`src/rtl/spike_rate_monitor.sv`:
```
// Spike rate monitor: counts spike events and peak membrane state over a
// selectable window, and measures the most recent inter-spike interval.
module spike_rate_monitor #(
   parameter int BURST_ISI = 4,
   parameter int CNT_W     = 8
) (
   input  logic             clk,
   input  logic             rst,
   input  logic             ena,
   input  logic             spike,
   input  logic [7:0]       state,
   input  logic [1:0]       window_sel,
   output logic [CNT_W-1:0] rate,
   output logic             rate_valid,
   output logic [7:0]       peak,
   output logic [CNT_W-1:0] isi,
   output logic             isi_valid,
   output logic             burst
);

   typedef enum logic [0:0] {IDLE = 1'b0, RUN = 1'b1} fsm_t;

   localparam logic [CNT_W-1:0] CNT_MAX   = {CNT_W{1'b1}};
   localparam logic [CNT_W-1:0] CNT_ONE   = {{(CNT_W-1){1'b0}}, 1'b1};
   localparam logic [CNT_W-1:0] BURST_LIM = CNT_W'(BURST_ISI);

   fsm_t             fsm_r, fsm_nxt_s;
   logic [11:0]      win_r;
   logic [1:0]       len_r;
   logic [CNT_W-1:0] cnt_r;
   logic [7:0]       pk_r;
   logic             prev_r;
   logic             armed_r;
   logic [CNT_W-1:0] isi_cnt_r;
   logic [CNT_W-1:0] rate_r, isi_r;
   logic [7:0]       peak_r;
   logic             rate_valid_r, isi_valid_r, burst_r;

   logic             run_s, ev_s, last_s, isi_upd_s, isi_valid_nxt_s;
   logic [1:0]       sel_eff_s;
   logic [CNT_W-1:0] cnt_inc_s, isi_nxt_s;
   logic [7:0]       pk_max_s;

   function automatic logic [11:0] win_last(input logic [1:0] sel);
      case (sel)
         2'd0:    win_last = 12'd63;
         2'd1:    win_last = 12'd255;
         2'd2:    win_last = 12'd1023;
         default: win_last = 12'd4095;
      endcase
   endfunction

   // FSM next-state: RUN exactly while ena is high
   always_comb begin
      fsm_nxt_s = fsm_r;
      case (fsm_r)
         IDLE: begin
            if (ena) fsm_nxt_s = RUN;
            else     fsm_nxt_s = IDLE;
         end
         RUN: begin
            if (ena) fsm_nxt_s = RUN;
            else     fsm_nxt_s = IDLE;
         end
         default: fsm_nxt_s = IDLE;
      endcase
   end

   // Datapath next values for window, count, peak and interval
   always_comb begin
      run_s     = (fsm_nxt_s == RUN);
      ev_s      = spike & ~prev_r;
      sel_eff_s = (win_r == 12'd0) ? window_sel : len_r;
      last_s    = (win_r == win_last(sel_eff_s));
      if (ev_s && (cnt_r != CNT_MAX)) cnt_inc_s = cnt_r + CNT_ONE;
      else                            cnt_inc_s = cnt_r;
      if (state > pk_r) pk_max_s = state;
      else              pk_max_s = pk_r;
      isi_upd_s       = run_s & ev_s & armed_r;
      isi_valid_nxt_s = isi_valid_r | isi_upd_s;
      if (isi_upd_s) isi_nxt_s = isi_cnt_r;
      else           isi_nxt_s = isi_r;
   end

   // FSM state and previous-spike register
   always_ff @(posedge clk or posedge rst) begin
      if (rst) begin
         fsm_r  <= IDLE;
         prev_r <= 1'b0;
      end else begin
         fsm_r  <= fsm_nxt_s;
         prev_r <= spike;
      end
   end

   // Window accumulation; completed windows publish rate and peak
   always_ff @(posedge clk or posedge rst) begin
      if (rst) begin
         win_r        <= 12'd0;
         len_r        <= 2'd0;
         cnt_r        <= '0;
         pk_r         <= 8'd0;
         rate_r       <= '0;
         peak_r       <= 8'd0;
         rate_valid_r <= 1'b0;
      end else if (run_s) begin
         len_r <= sel_eff_s;
         if (last_s) begin
            win_r        <= 12'd0;
            cnt_r        <= '0;
            pk_r         <= 8'd0;
            rate_r       <= cnt_inc_s;
            peak_r       <= pk_max_s;
            rate_valid_r <= 1'b1;
         end else begin
            win_r        <= win_r + 12'd1;
            cnt_r        <= cnt_inc_s;
            pk_r         <= pk_max_s;
            rate_valid_r <= 1'b0;
         end
      end else begin
         win_r        <= 12'd0;
         cnt_r        <= '0;
         pk_r         <= 8'd0;
         rate_valid_r <= 1'b0;
      end
   end

   // Inter-spike interval: first event after entering RUN only arms
   always_ff @(posedge clk or posedge rst) begin
      if (rst) begin
         armed_r     <= 1'b0;
         isi_cnt_r   <= '0;
         isi_r       <= '0;
         isi_valid_r <= 1'b0;
         burst_r     <= 1'b0;
      end else begin
         isi_r       <= isi_nxt_s;
         isi_valid_r <= isi_valid_nxt_s;
         burst_r     <= isi_valid_nxt_s && (isi_nxt_s <= BURST_LIM);
         if (run_s) begin
            if (ev_s) begin
               armed_r   <= 1'b1;
               isi_cnt_r <= CNT_ONE;
            end else if (isi_cnt_r != CNT_MAX) begin
               isi_cnt_r <= isi_cnt_r + CNT_ONE;
            end else begin
               isi_cnt_r <= isi_cnt_r;
            end
         end else begin
            armed_r   <= 1'b0;
            isi_cnt_r <= '0;
         end
      end
   end

   assign rate       = rate_r;
   assign rate_valid = rate_valid_r;
   assign peak       = peak_r;
   assign isi        = isi_r;
   assign isi_valid  = isi_valid_r;
   assign burst      = burst_r;

endmodule
```
`config.mk`:
```
export PLATFORM = sky130hd
export DESIGN_NAME = spike_rate_monitor
export DESIGN_NICKNAME = d
export VERILOG_FILES = /design/src/rtl/spike_rate_monitor.sv
export SDC_FILE = /design/constraint.sdc
export NUM_CORES = 1
export LEC_CHECK = 0
export ABC_CLOCK_PERIOD_IN_PS = 3200
export BUFFER_PORTS_ARGS = -buffer_cell sky130_fd_sc_hd__clkbuf_2
export CAP_MARGIN = 20
export CORE_ASPECT_RATIO = 1.2
export CORE_MARGIN = 5
export CORE_UTILIZATION = 35
export CTS_CLUSTER_SIZE = 14
export DETAILED_ROUTE_END_ITERATION = 8
export GPL_TIMING_DRIVEN = 0
export PLACE_DENSITY = 0.53
export SETUP_SLACK_MARGIN = 0.4
export SLEW_MARGIN = 20
export SYNTH_ARGS = -nofsm -noshare
export SYNTH_HDL_FRONTEND = slang
export SYNTH_SLANG_ARGS = --single-unit
```
`constraint.sdc`:
```
create_clock -name clk -period 3.2 [get_ports clk]
set_clock_uncertainty 0.05 [all_clocks]
set_input_delay 0.16 -clock clk [delete_from_list [all_inputs] [get_ports clk]]
set_output_delay 0.16 -clock clk [all_outputs]
set_load 0.05 [all_outputs]
```
==> run summary <==
status: completed
most frequent cells after synthesis: 67 x dfrtp_1, 35 x nor2_1, 23 x mux2_2
GR met3 Demand/Resource: 3.91%
most numerous cell in the Yosys netlist: dfrtp_1
r2r endpoint: peak[1]
HPWL Detailed: 4560 um
Syn Inst Count: 292
Post-Synth Adder-Cell Area: 4.62%
Slew @ Worst Pin: 0.849 ns
DRC: 0
RSZ-0062 raised after global routing: no
Arr. time, crit path: 2.77 ns
largest family of logic cells by synthesized area: simple AND/OR/NAND/NOR gates
EDFF count, synth: 0
Core ar.: 0.00908 sq mm
mux cell area share after synthesis: 12.1%
maximum root-to-sink buffer count: 2
Initial DRC Count: 53
critical path class: reg -> reg
hold endpoint: len_r[0]
Post-CTS Resized: 0
Yosys Warn Count: 0
port bufs: 40
leakage power: 0.00193 uW
Synth async-reset ratio: 100%
global-route wire length before repair: 10,800 um
Via-to-Cell Ratio: 4.75
H-tree Lvls: 3
dpl cell area: 0.00363 sq mm
initial antenna violation count: 0
Detail Route Antenna Nets: 0
worst path required time: 3.38 ns
Fin. Hold Viols: 0
r2r setup slk: 0.61 ns
Synth area leader: dfrtp_1
ranking of synthesized cells by area: dfrtp_1 52%, mux2_2 8.0%, ha_1 4.6%
Fin Setup TNS: 0 ns
#FFs+latches synth: 67
max-cap violations: 0
highest clock rate: 0.386 GHz
Hold Startpoint: window_sel[0]
Slew headroom: 43.4%
drt wl/cell: 13.0 um
Total GRT Usage: 11.9%
Compound-Gate Fraction of Synth Area: 4.35%
PwrDens: 482 mW/mm^2
Synth top area share: 51.6%
Setup-failing EPs final: 0
Hold Crit Class: in -> reg
number of global-route vias before repair: 2,298
total power: 1850 uW
Routability Congestion: 0.856
M2 GR Usage: 19.6%
layout cells sized above 1: 25.9%
Final Instance Area: 0.00384 sq mm
final critical-path required period: 2.59 ns
CP max stage delay: 0.64 ns
drt pass-1 iters: 4
worst vdd ir: 0.185 mV
xor-xnor portion of the synthesized cell area: 5.66%
WP buf/inv: 1
std cell rows: 38
Die ar.: 0.0113 sq mm
critical path peak fanout: 8
sequential element share of the synthesized area: 51.6%
Layout Nets: 372
Congestion Overflow GR: 0
most used cell along the critical path: a21oi_1
crit path cell chain: inv_1 -> ha_1 -> a21o_1 -> a21oi_1 -> a21oi_1 -> o22ai_1 -> mux2_2 -> mux2_4
R2R depth: 8
synthesis-to-finish area growth: 18.3%
I/O Pins: 41
total number of vias: 2,236
most crowded layer after global routing: met2
Synth Area in Simple Gates: 18.2%
Clock Pin Slew Worst Setup and Hold Paths: 0.07 ns
syn avg cell area: 11.1 sq um
Slew Limit Fails: 0
final hold slack: 0.0462 ns
Main synth FF type: dfrtp_1
# diodes: 0
Inserted Clock Buffers: 9
largest net degree at the start of global routing: 56
Unique masters post-synth: 41
DRT Wirelength: 6140 um
worst r2r src: pk_r[2]
slowest stage cell, crit path: o22ai_1
cell area after synthesis: 0.00325 sq mm
die height: 116 um
syn_nets: 318
clk sinks: 67
crit end category: flip-flop
Tcrit/Tclk final: 81.0%
Startpoint Class: flip-flop
# Post-CTS Setup Buffers: 0
Initial Util: 35.8%
CTS root buf: clkbuf_8
Clock Latency Late Sink: 0.34 ns
met1 Use GR: 14.1%
die width: 98.0 um
CTS tree: done
crit-path leading delay family: compound AO/OA/AOI/OAI gates
Hold Path Stages: 2
stage by stage:
stage | std cells | setup slack, ns | util (%)
3_5_place_dp | 453 | 0.564 | 40.0
3_3_place_gp | 452 | 0.413 | 39.6
6_report | 471 | 0.608 | 42.3
2_1_floorplan | 292 | 0.889 | -
4_1_cts | 471 | 0.569 | 42.3
5_1_grt | 471 | 0.459 | 42.3
metal layers:
metal  wire (um)  share of wire, %  vias to the layer above
met5           0                 0                        -
met4         144               2.3                        0
met3         318               5.2                       13
met2        2990                49                       39
met1        2690                44                     1077
li1            -                 -                     1107
worst max-delay path by stage:
stage | from | endpoint | slack (ns) | cells after the start
floorplan | pk_r[2] | peak[0] | 0.89 | 8
global placement | rst | pk_r[3] | 0.41 | 2
detailed placement | pk_r[2] | peak[1] | 0.56 | 8
CTS | pk_r[2] | peak[1] | 0.57 | 8
global route | pk_r[2] | peak[2] | 0.46 | 8
finish | pk_r[2] | peak[1] | 0.61 | 8
logic make-up after synthesis:
kind of cell             count (synthesis)
XOR/XNOR                                21
buffers and inverters                   27
AND/OR/NAND/NOR                        108
multiplexers                            35
flip-flops                              67
AO/OA/AOI/OAI                           22
adder cells (fa/ha/maj)                 12
power by group:
group          internal (uW)  total, uW  switching [uW]
logic                    101        253             152
registers                883        907            24.3
clock network            380        695             314
area by class of cell:
type / count / area [sq um]
flip-flops and latches: 67 / 1680
clock inverters: 4 / 50.0
plain buffers: 6 / 33.8
repair buffers: 43 / 248
multi-input cells: 198 / 1460
inverters: 21 / 81.3
fillers: 901 / 5240
clock buffers: 12 / 145
well taps: 120 / 150
state kept, by name, summed over array words and instances, names as in the netlist:
register	flops
armed_r	1
burst	1
cnt_r	8
isi	8
isi_cnt_r	8
isi_valid	1
len_r	2
peak	8
pk_r	8
prev_r	1
rate	8
rate_valid	1
win_r	12
repair_timing:
| item | CTS | global route |
|---|---|---|
| endpoints found under the setup margin | 0 | 0 |
| hold buffers | 2 | 0 |
| endpoints found under the hold margin | 68 | 0 |
cell usage in the layout (no fill, tap or decap), types with 2 or more instances in the layout:
cell	Yosys	routed
dfrtp_1	67	67
clkbuf_2	0	40
nor2_1	35	35
mux2_2	23	23
inv_1	21	20
nand2_1	15	15
nand3_1	12	12
ha_1	12	12
nor2b_1	11	11
xor2_1	11	11
xnor2_1	10	10
clkbuf_8	0	10
mux2i_1	9	9
and3_1	7	7
nand4_1	7	7
a21oi_1	6	6
and2_1	5	5
clkbuf_1	2	4
nor3_1	4	4
o21ai_0	4	4
buf_2	3	3
mux2_4	3	3
nand2b_1	2	2
a211oi_1	2	2
o22ai_1	2	2
a21o_1	2	2
clkinvlp_4	0	2
dlygate4sd3_1	0	2
worst register-to-register path: cells and delay by family, from the launching register on:
family	cells	cell delay [ns]
adders and majority gates	1	0.30
AOI/OAI and AO/OA	4	1.02
muxes	2	0.70
buffers and inverters	1	0.05
DFF	1	0.35
(Power assumes the default switching activity.)
